$ cat src/rtl/ts_pkt_sched.sv
// Round-robin scheduler that grants one ready tuner channel at a time, acks it,
// and forwards its packet onto a merged TS bus with channel tag and error reporting.
module ts_pkt_sched #(
  parameter int CH_NUM      = 4,
  parameter int PKT_LEN     = 188,
  parameter int SOP_TIMEOUT = 15,
  parameter int EOP_TIMEOUT = 255
) (
  input  logic                  clk,
  input  logic                  rst,
  input  logic [CH_NUM-1:0]     ts_pkt_rdy,
  output logic [CH_NUM-1:0]     ts_pkt_ack,
  input  logic [8*CH_NUM-1:0]   ts_i_data,
  input  logic [CH_NUM-1:0]     ts_i_valid,
  input  logic [CH_NUM-1:0]     ts_i_sop,
  input  logic [CH_NUM-1:0]     ts_i_eop,
  input  logic                  out_rdy,
  output logic [7:0]            ts_o_data,
  output logic                  ts_o_valid,
  output logic                  ts_o_sop,
  output logic                  ts_o_eop,
  output logic [1:0]            ts_o_ch,
  output logic                  err_pulse,
  output logic [1:0]            err_code,
  output logic [2:0]            state_dbg
);

  typedef enum logic [2:0] {
    IDLE     = 3'd0,
    ACK      = 3'd1,
    WAIT_SOP = 3'd2,
    XFER     = 3'd3,
    GAP      = 3'd4
  } state_t;

  state_t     state, state_nxt;
  logic [1:0] sel, last_ch, grant;
  logic       grant_vld;
  logic [7:0] timer, byte_cnt, cnt_inc;
  logic       sel_valid, sel_sop, sel_eop, sop_hit;
  logic [7:0] sel_data;
  logic       take_grant, timer_clr, fwd, marker, err_set;
  logic [1:0] err_val;

  assign state_dbg = state;
  assign sel_valid = ts_i_valid[sel];
  assign sel_sop   = ts_i_sop[sel];
  assign sel_eop   = ts_i_eop[sel];
  assign sel_data  = ts_i_data[8*int'(sel) +: 8];
  assign sop_hit   = sel_valid & sel_sop;
  assign cnt_inc   = (byte_cnt == 8'hFF) ? 8'hFF : byte_cnt + 8'd1;

  // Scan downward so the nearest ready channel above last_ch wins.
  always_comb begin
    grant_vld = 1'b0;
    grant     = last_ch;
    for (int i = CH_NUM; i >= 1; i--) begin
      if (ts_pkt_rdy[2'((int'(last_ch) + i) % CH_NUM)]) begin
        grant_vld = 1'b1;
        grant     = 2'((int'(last_ch) + i) % CH_NUM);
      end
    end
  end

  // Timeouts fire one cycle early so the registered err_pulse lands exactly
  // SOP_TIMEOUT cycles after the ack (EOP_TIMEOUT cycles after the sop).
  always_comb begin
    state_nxt  = state;
    ts_pkt_ack = '0;
    take_grant = 1'b0;
    timer_clr  = 1'b0;
    fwd        = 1'b0;
    marker     = 1'b0;
    err_set    = 1'b0;
    err_val    = 2'b00;
    case (state)
      IDLE: begin
        if (out_rdy && grant_vld) begin
          take_grant = 1'b1;
          state_nxt  = ACK;
        end
      end
      ACK: begin
        ts_pkt_ack[sel] = 1'b1;
        timer_clr       = 1'b1;
        state_nxt       = WAIT_SOP;
      end
      WAIT_SOP: begin
        if (sop_hit) begin
          fwd       = 1'b1;
          timer_clr = 1'b1;
          if (sel_eop) begin
            state_nxt = GAP;
            if (8'd1 != 8'(PKT_LEN)) begin
              err_set = 1'b1;
              err_val = 2'b11;
            end
          end else begin
            state_nxt = XFER;
          end
        end else if (timer == 8'(SOP_TIMEOUT - 2)) begin
          err_set   = 1'b1;
          err_val   = 2'b01;
          state_nxt = GAP;
        end
      end
      XFER: begin
        if (sel_valid && sel_eop) begin
          fwd       = 1'b1;
          state_nxt = GAP;
          if (cnt_inc != 8'(PKT_LEN)) begin
            err_set = 1'b1;
            err_val = 2'b11;
          end
        end else if (timer == 8'(EOP_TIMEOUT - 2)) begin
          marker    = 1'b1;
          err_set   = 1'b1;
          err_val   = 2'b10;
          state_nxt = GAP;
        end else begin
          fwd = 1'b1;
        end
      end
      GAP:     state_nxt = IDLE;
      default: state_nxt = IDLE;
    endcase
  end

  always_ff @(posedge clk or negedge rst) begin
    if (!rst) begin
      state    <= IDLE;
      sel      <= '0;
      last_ch  <= 2'(CH_NUM - 1);
      timer    <= '0;
      byte_cnt <= '0;
    end else begin
      state <= state_nxt;
      if (take_grant) begin
        sel     <= grant;
        last_ch <= grant;
      end
      if (timer_clr) timer <= '0;
      else if (state == WAIT_SOP || state == XFER) timer <= timer + 8'd1;
      if (state == WAIT_SOP && sop_hit) byte_cnt <= 8'd1;
      else if (state == XFER && sel_valid) byte_cnt <= cnt_inc;
    end
  end

  // Registered forwarding mux; the eop-timeout marker carries eop without valid.
  always_ff @(posedge clk or negedge rst) begin
    if (!rst) begin
      ts_o_data  <= '0;
      ts_o_valid <= 1'b0;
      ts_o_sop   <= 1'b0;
      ts_o_eop   <= 1'b0;
      ts_o_ch    <= '0;
      err_pulse  <= 1'b0;
      err_code   <= 2'b00;
    end else begin
      ts_o_valid <= fwd & sel_valid;
      ts_o_data  <= (fwd & sel_valid) ? sel_data : 8'h00;
      ts_o_sop   <= fwd & sel_valid & sel_sop;
      ts_o_eop   <= (fwd & sel_valid & sel_eop) | marker;
      ts_o_ch    <= sel;
      err_pulse  <= err_set;
      if (err_set) err_code <= err_val;
    end
  end

endmodule

$ cat config.mk
export PLATFORM = sky130hd
export DESIGN_NAME = ts_pkt_sched
export DESIGN_NICKNAME = d
export VERILOG_FILES = /design/src/rtl/ts_pkt_sched.sv
export SDC_FILE = /design/constraint.sdc
export NUM_CORES = 1
export LEC_CHECK = 0
export ABC_AREA = 1
export BUFFER_PORTS_ARGS = -buffer_cell sky130_fd_sc_hd__buf_2
export CAP_MARGIN = 20
export CORE_ASPECT_RATIO = 0.75
export CORE_UTILIZATION = 51
export DETAILED_ROUTE_END_ITERATION = 6
export PLACE_DENSITY = 0.8
export SLEW_MARGIN = 20
export SYNTH_ARGS = -nofsm -noshare
export SYNTH_HDL_FRONTEND = slang
export SYNTH_SLANG_ARGS = --single-unit
$ cat constraint.sdc
create_clock -name clk -period 2.1 [get_ports clk]
set_clock_uncertainty 0.2 [all_clocks]
set_input_delay 0.21 -clock clk [delete_from_list [all_inputs] [get_ports clk]]
set_output_delay 0.21 -clock clk [all_outputs]
set_load 0.01 [all_outputs]
; ---- Word level (Yosys, flattened, before mapping)
; Index checks and enable logic that the tools add are counted.
[op_classes]
addsub = 6
multipliers = 0
div_mod_pow = 0
n_lt_le_gt_ge = 6
n_eq_ne = 10
n_shift = 1
n_mux = 65
bitwise_logic = 5
reduce_logical = 10
[op_table]
columns = cell, n
row1 = two-way mux 8 bit, 6
row2 = indexed part select 32 x 6 -> 8 bit, 1
row3 = two-way mux 1 bit, 30
row4 = two-way mux 2 bit, 9
row5 = two-way mux 3 bit, 6
row6 = adder 8 x 1 -> 8 bit (second input constant), 2
row7 = equality test 8 bit (second input constant), 2
row8 = less-than comparator 2 x 4 -> 1 bit (second input constant), 4
row9 = binary-select mux 1 bit (select 2 bit), 7
row10 = one-hot mux 3 bit (4 select lines), 1
row11 = equality test 8 x 4 -> 1 bit (second input constant), 1
row12 = inequality test 8 bit (second input constant), 1
row13 = equality test 3 x 2 -> 1 bit (second input constant), 2
row14 = inequality test 3 bit (second input constant), 2
row15 = one-hot mux 1 bit (2 select lines), 3
row16 = logical AND 1 bit, 5
row17 = adder 2 x 1 -> 2 bit (second input constant), 2
row18 = adder 2 bit (second input constant), 2
row19 = AND 1 bit, 4
row20 = two-way mux 4 bit, 1
row21 = one-hot mux 2 bit (2 select lines), 1
row22 = nonzero test 2 bit, 2
row23 = equality test 3 x 1 -> 1 bit (second input constant), 1
row24 = zero test 3 bit, 1
row25 = other kinds (7), 7
[word_totals]
ff_bits = 39
latchBits = 0
mem_bits_rw = 0
mem_bits_ro = 0
in_bits = 51
n_memories = 0

; ---- Logic depth before layout (Yosys ltp)
[depth]
ltp_word = 11
ltp_mapped = 14
ltp_nobuf = 13

; ---- Worst setup path after synthesis
; OpenSTA, ideal clock, no wires.
[synth_timing]
kind = register -> register
start = reg byte_cnt[0]
end = reg err_pulse
arrival_time_ns = 1.480
required_ns = 1.781
setup_slack_ns = 0.301
stages_incl_launch_ff = 13
path_buffers = 0
cell_sequence = dfrtp_1 ha_1 nand3_1 inv_1 nand2_1 inv_1 nor2_1 nand2_1 nor2_1 nand2_1 nand2_1 and2_1 nand2_1
[synth_between]
elab_chain_cells = 6
word_cells_on_any_way = 7
[synth_rtl]
columns = item, line_no
row1 = from (decl), 39  ; logic [7:0] timer, byte_cnt, cnt_inc;
row2 = from (signal assigned), 145  ; else if (state == XFER && sel_valid) byte_cnt <= cnt_inc;
row3 = adder 8 x 1 -> 8 bit / equality test 8 bit (equally long branches), 51  ; assign cnt_inc = (byte_cnt == 8'hFF) ? 8'hFF : byte_cnt + 8'd1;
row4 = two-way mux 8 bit (*), 51
row5 = inequality test 8 bit (*), 111  ; if (cnt_inc != 8'(PKT_LEN)) begin
row6 = two-way mux 1 bit (*), 111
row7 = two-way mux 1 bit (*), 108  ; if (sel_valid && sel_eop) begin
row8 = one-hot mux 1 bit (2 select lines) (*), 76  ; case (state)
row9 = named net err_set, 42  ; logic take_grant, timer_clr, fwd, marker, err_set;
row10 = to (signal assigned), 165  ; err_pulse <= err_set;
row11 = to (decl), 23  ; output logic err_pulse,
; The timed path passes the listed nets; every way through them passes the cells marked *.
; A chain may end at the register's enable or synchronous reset.

; ---- Worst setup path in the final report
[layout_timing]
start = reg byte_cnt[1]
end = reg err_pulse
; The elaborated chain is that of the path after synthesis.

==> flow_summary.json <==
{
  "cts_sinks": 39,
  "worstSetupPathType": "flop to flop",
  "synth_fa_ha_area_share_pct": 1.57,
  "finalHoldViolCount": 1,
  "critical_path.cell_chain": "ha_2 > nand3_1 > inv_1 > nand2_2 > buf_4 > nand2_1 > nand3_1 > nor2_1 > nand2_1 > nand2_1 > and2_4 > nand2_1",
  "drt_iter0_markers": 167,
  "cp_max_fo": 6,
  "synth_mux_area_share_pct": 0,
  "final-setup-viol-count": 0,
  "worst_path_max_delay_cell": "dfrtp_1",
  "hold_class": "input pin to flop",
  "io_pins": 74,
  "maxSlewHeadroom_pct": 67.1,
  "ant_nets": 0,
  "yosysMostFrequentCell": "nand2_1",
  "yosysTopAreaCell": "dfrtp_1",
  "holdPathStages": 3,
  "crit_path_end_kind": "flop",
  "pwr-share-clk_pct": 16.6,
  "synth_common_cells": "nand2_1 (86), dfrtp_1 (37), inv_1 (28)",
  "status": "finished with violations",
  "synth_edf_count": 0,
  "synth_area_per_cell_um2": 7.88,
  "numPortBuffers": 73,
  "start_kind": "flop",
  "fmax_mhz": 506,
  "first_pass_iters": 4,
  "core_area_um2": 4470,
  "clockBufferDepth": 2,
  "synth_fp_nets": 357,
  "yosysWarningCount": 0,
  "critical_path_buf_inv_count": 2,
  "avgViaCountPerCell": 5.20,
  "synth-xor-area-share_pct": 2.20,
  "seq_power_share_pct": 33.1,
  "drc_errors": 0,
  "grt_use_total_pct": 25.7,
  "fin_nets": 453,
  "num_rows": 21,
  "worstPathRequired_ns": 2.08,
  "cp.depth": 12,
  "overflow": 0,
  "rsz0062_at_grt": "true",
  "synth_area_leaders": "dfrtp_1 (39%), nand2_1 (14%), o21ai_0 (4.6%)",
  "async_flop_share_pct": 100,
  "synth-seq-cells": 39,
  "htree_levels": 2,
  "synth-simple-area-share_pct": 33.8,
  "intPower_mw": 2.07,
  "diodes": 0,
  "synth_top_family_by_area": "simple AND/OR/NAND/NOR gates",
  "wl_per_cell_um": 13.2,
  "vias": 2375,
  "start_util_pct": 53.5,
  "dpl_cell_area_um2": 2840,
  "cap_violations": 0,
  "slew_violations": 0,
  "design.die.area_um2": 4960,
  "sw_frac_of_total_pct": 45.1,
  "place_ws_ns": 0.127,
  "p_per_area_nw_per_um2": 1220,
  "numCtsBuffers": 5,
  "synth_compound_area_share_pct": 13.9,
  "clockRootBuffer": "clkbuf_8",
  "antenna_found_initial": 0,
  "hold_slack_ns": -0.00226,
  "netlist_instances": 303,
  "ys_types": 32,
  "grt_pass1_vias": 2186,
  "p_switching_mw": 1.70,
  "comb_power_share_pct": 50.3,
  "total_power_mw": 3.77,
  "fin_area_um2": 3100,
  "syn-cell-area_um2": 2390,
  "max_stage_delay_ns": 0.42,
  "grt_max_degree": 21,
  "violations": "hold timing",
  "syn2layout_area_growth_pct": 29.9,
  "gp_congestion": 0.903,
  "clk_pin_slew_ns": 0.08,
  "crit_path_frequent_cell": "nand2_1",
  "fin_crit_sh_pct": 94.0,
  "die_h_um": 61.3,
  "worstPathArrival_ns": 1.95,
  "clk-insertion-delay-late_ns": 0.30,
  "reg2regPathDepth": 12,
  "grt_pass1_wl_mm": 9.43,
  "synth_flop_cell": "dfrtp_1",
  "synth.top_cell.area_share_pct": 38.8,
  "dp_hpwl_mm": 4.38,
  "die_w_um": 81.0,
  "ys_seq_area_share_pct": 41.0,
  "cts_tree": "done",
  "wl_mm": 6.02,
  "worst_slew_pin_slew_ns": 0.493,
  "period_minus_slack_ns": 1.97,
  "path_delay_family": "simple AND/OR/NAND/NOR gates",
  "fin_ws_ns": 0.125,
  "ir_drop_mv": 0.699,
  "drive_above_1_share_pct": 32.3,
  "leakagePower_nw": 1.59
}
## power by group through the flow
stage / combinational (mW) / clock (mW) / sequential, mW
6_report: 1.90 / 0.627 / 1.25
4_1_cts: 1.87 / 0.636 / 1.24
5_1_grt: 2.12 / 0.664 / 1.28
2_1_floorplan: 1.36 / 0 / 1.23
3_5_place_dp: 1.84 / 0 / 1.25
3_3_place_gp: 1.78 / 0 / 1.25
## through the flow
stage          setup TNS [ns]  util, %  hold WS, ns  std cells
4_1_cts                     0     68.9      0.00170        455
3_3_place_gp                0     63.6     -0.00367        435
2_1_floorplan               0        -       -0.286        303
6_report                    0     69.5     -0.00226        457
3_5_place_dp                0     63.6     -0.00400        435
5_1_grt               -0.0524     69.5     0.000203        457
## repair_timing
action | in CTS | in global routing
setup buffers | 0 | 1
gates resized for setup | 0 | 5
setup endpoints to repair | 0 | 5
hold buffers | 12 | 1
hold endpoints to repair | 24 | 1
## cells by family after synthesis
family	count (synthesis)
simple gates	168
flops	39
buf+inv	39
compound gates	48
fa+ha+maj	3
xor+xnor	6
## flip-flops by register name, summed over array words and instances (netlist names)
name	flops
byte_cnt	8
err_code	2
err_pulse	1
last_ch	2
sel	2
state_dbg	3
timer	8
ts_o_ch	2
ts_o_data	8
ts_o_eop	1
ts_o_sop	1
ts_o_valid	1
## cell usage in the layout, fill, tap and decap left out
master,count
a21oi_1,4
a22oi_1,8
a31oi_2,8
and2_4,1
buf_12,1
buf_2,73
buf_4,8
bufinv_16,1
clkbuf_8,5
clkinv_2,1
clkinv_4,1
dfrtp_1,37
dfstp_2,2
dlygate4sd3_1,13
ha_1,2
ha_2,1
inv_1,27
inv_2,5
inv_4,1
nand2_1,85
nand2_2,9
nand2_4,1
nand3_1,20
nand3_2,3
nand3_4,1
nand3b_2,1
nand4_1,8
nand4_4,2
nor2_1,26
nor2_2,3
nor2_4,1
nor3_1,5
nor3b_1,2
o211ai_1,4
o21ai_0,22
o21ai_1,1
o22ai_1,1
xnor2_1,2
xor2_1,4
## final timing paths
path	from	endpoint	slack (ns)
max	byte_cnt[1]	err_pulse	0.13
min	ts_i_data[24]	ts_o_data[0]	-0.002
max reg2reg	byte_cnt[1]	err_pulse	0.13
min reg2reg	err_code[0]	err_code[0]	0.30
max in group asynchronous	rst	err_code[1]	1.02
min in group asynchronous	rst	ts_o_data[3]	0.21
## per-layer routing
| metal | global-route usage [%] | wire (µm) | part of all wire, % | vias up |
|---|---|---|---|---|
| met1 | 31.8 | 2650 | 44 | 1079 |
| met4 | 12.0 | 115 | 1.9 | 0 |
| met2 | 42.5 | 2840 | 47 | 88 |
| met5 | 0 | 0 | 0 | - |
| met3 | 6.96 | 416 | 6.9 | 12 |
| li1 | - | - | - | 1196 |
## tightest hold or removal path: stages
cell and delay (ns):
buf_2 0.09, nand2_1 0.06, a31oi_2 0.09
## cell type report
class / instances / area [µm²]
Clock buffer: 5 / 68.8
Clock inverter: 3 / 43.8
Fill cell: 354 / 1360
Inverter: 33 / 126
Multi-Input combinational cell: 225 / 1240
Sequential cell: 39 / 978
Tap cell: 57 / 71.3
Timing Repair Buffer: 95 / 576
(Power assumes the default switching activity.)
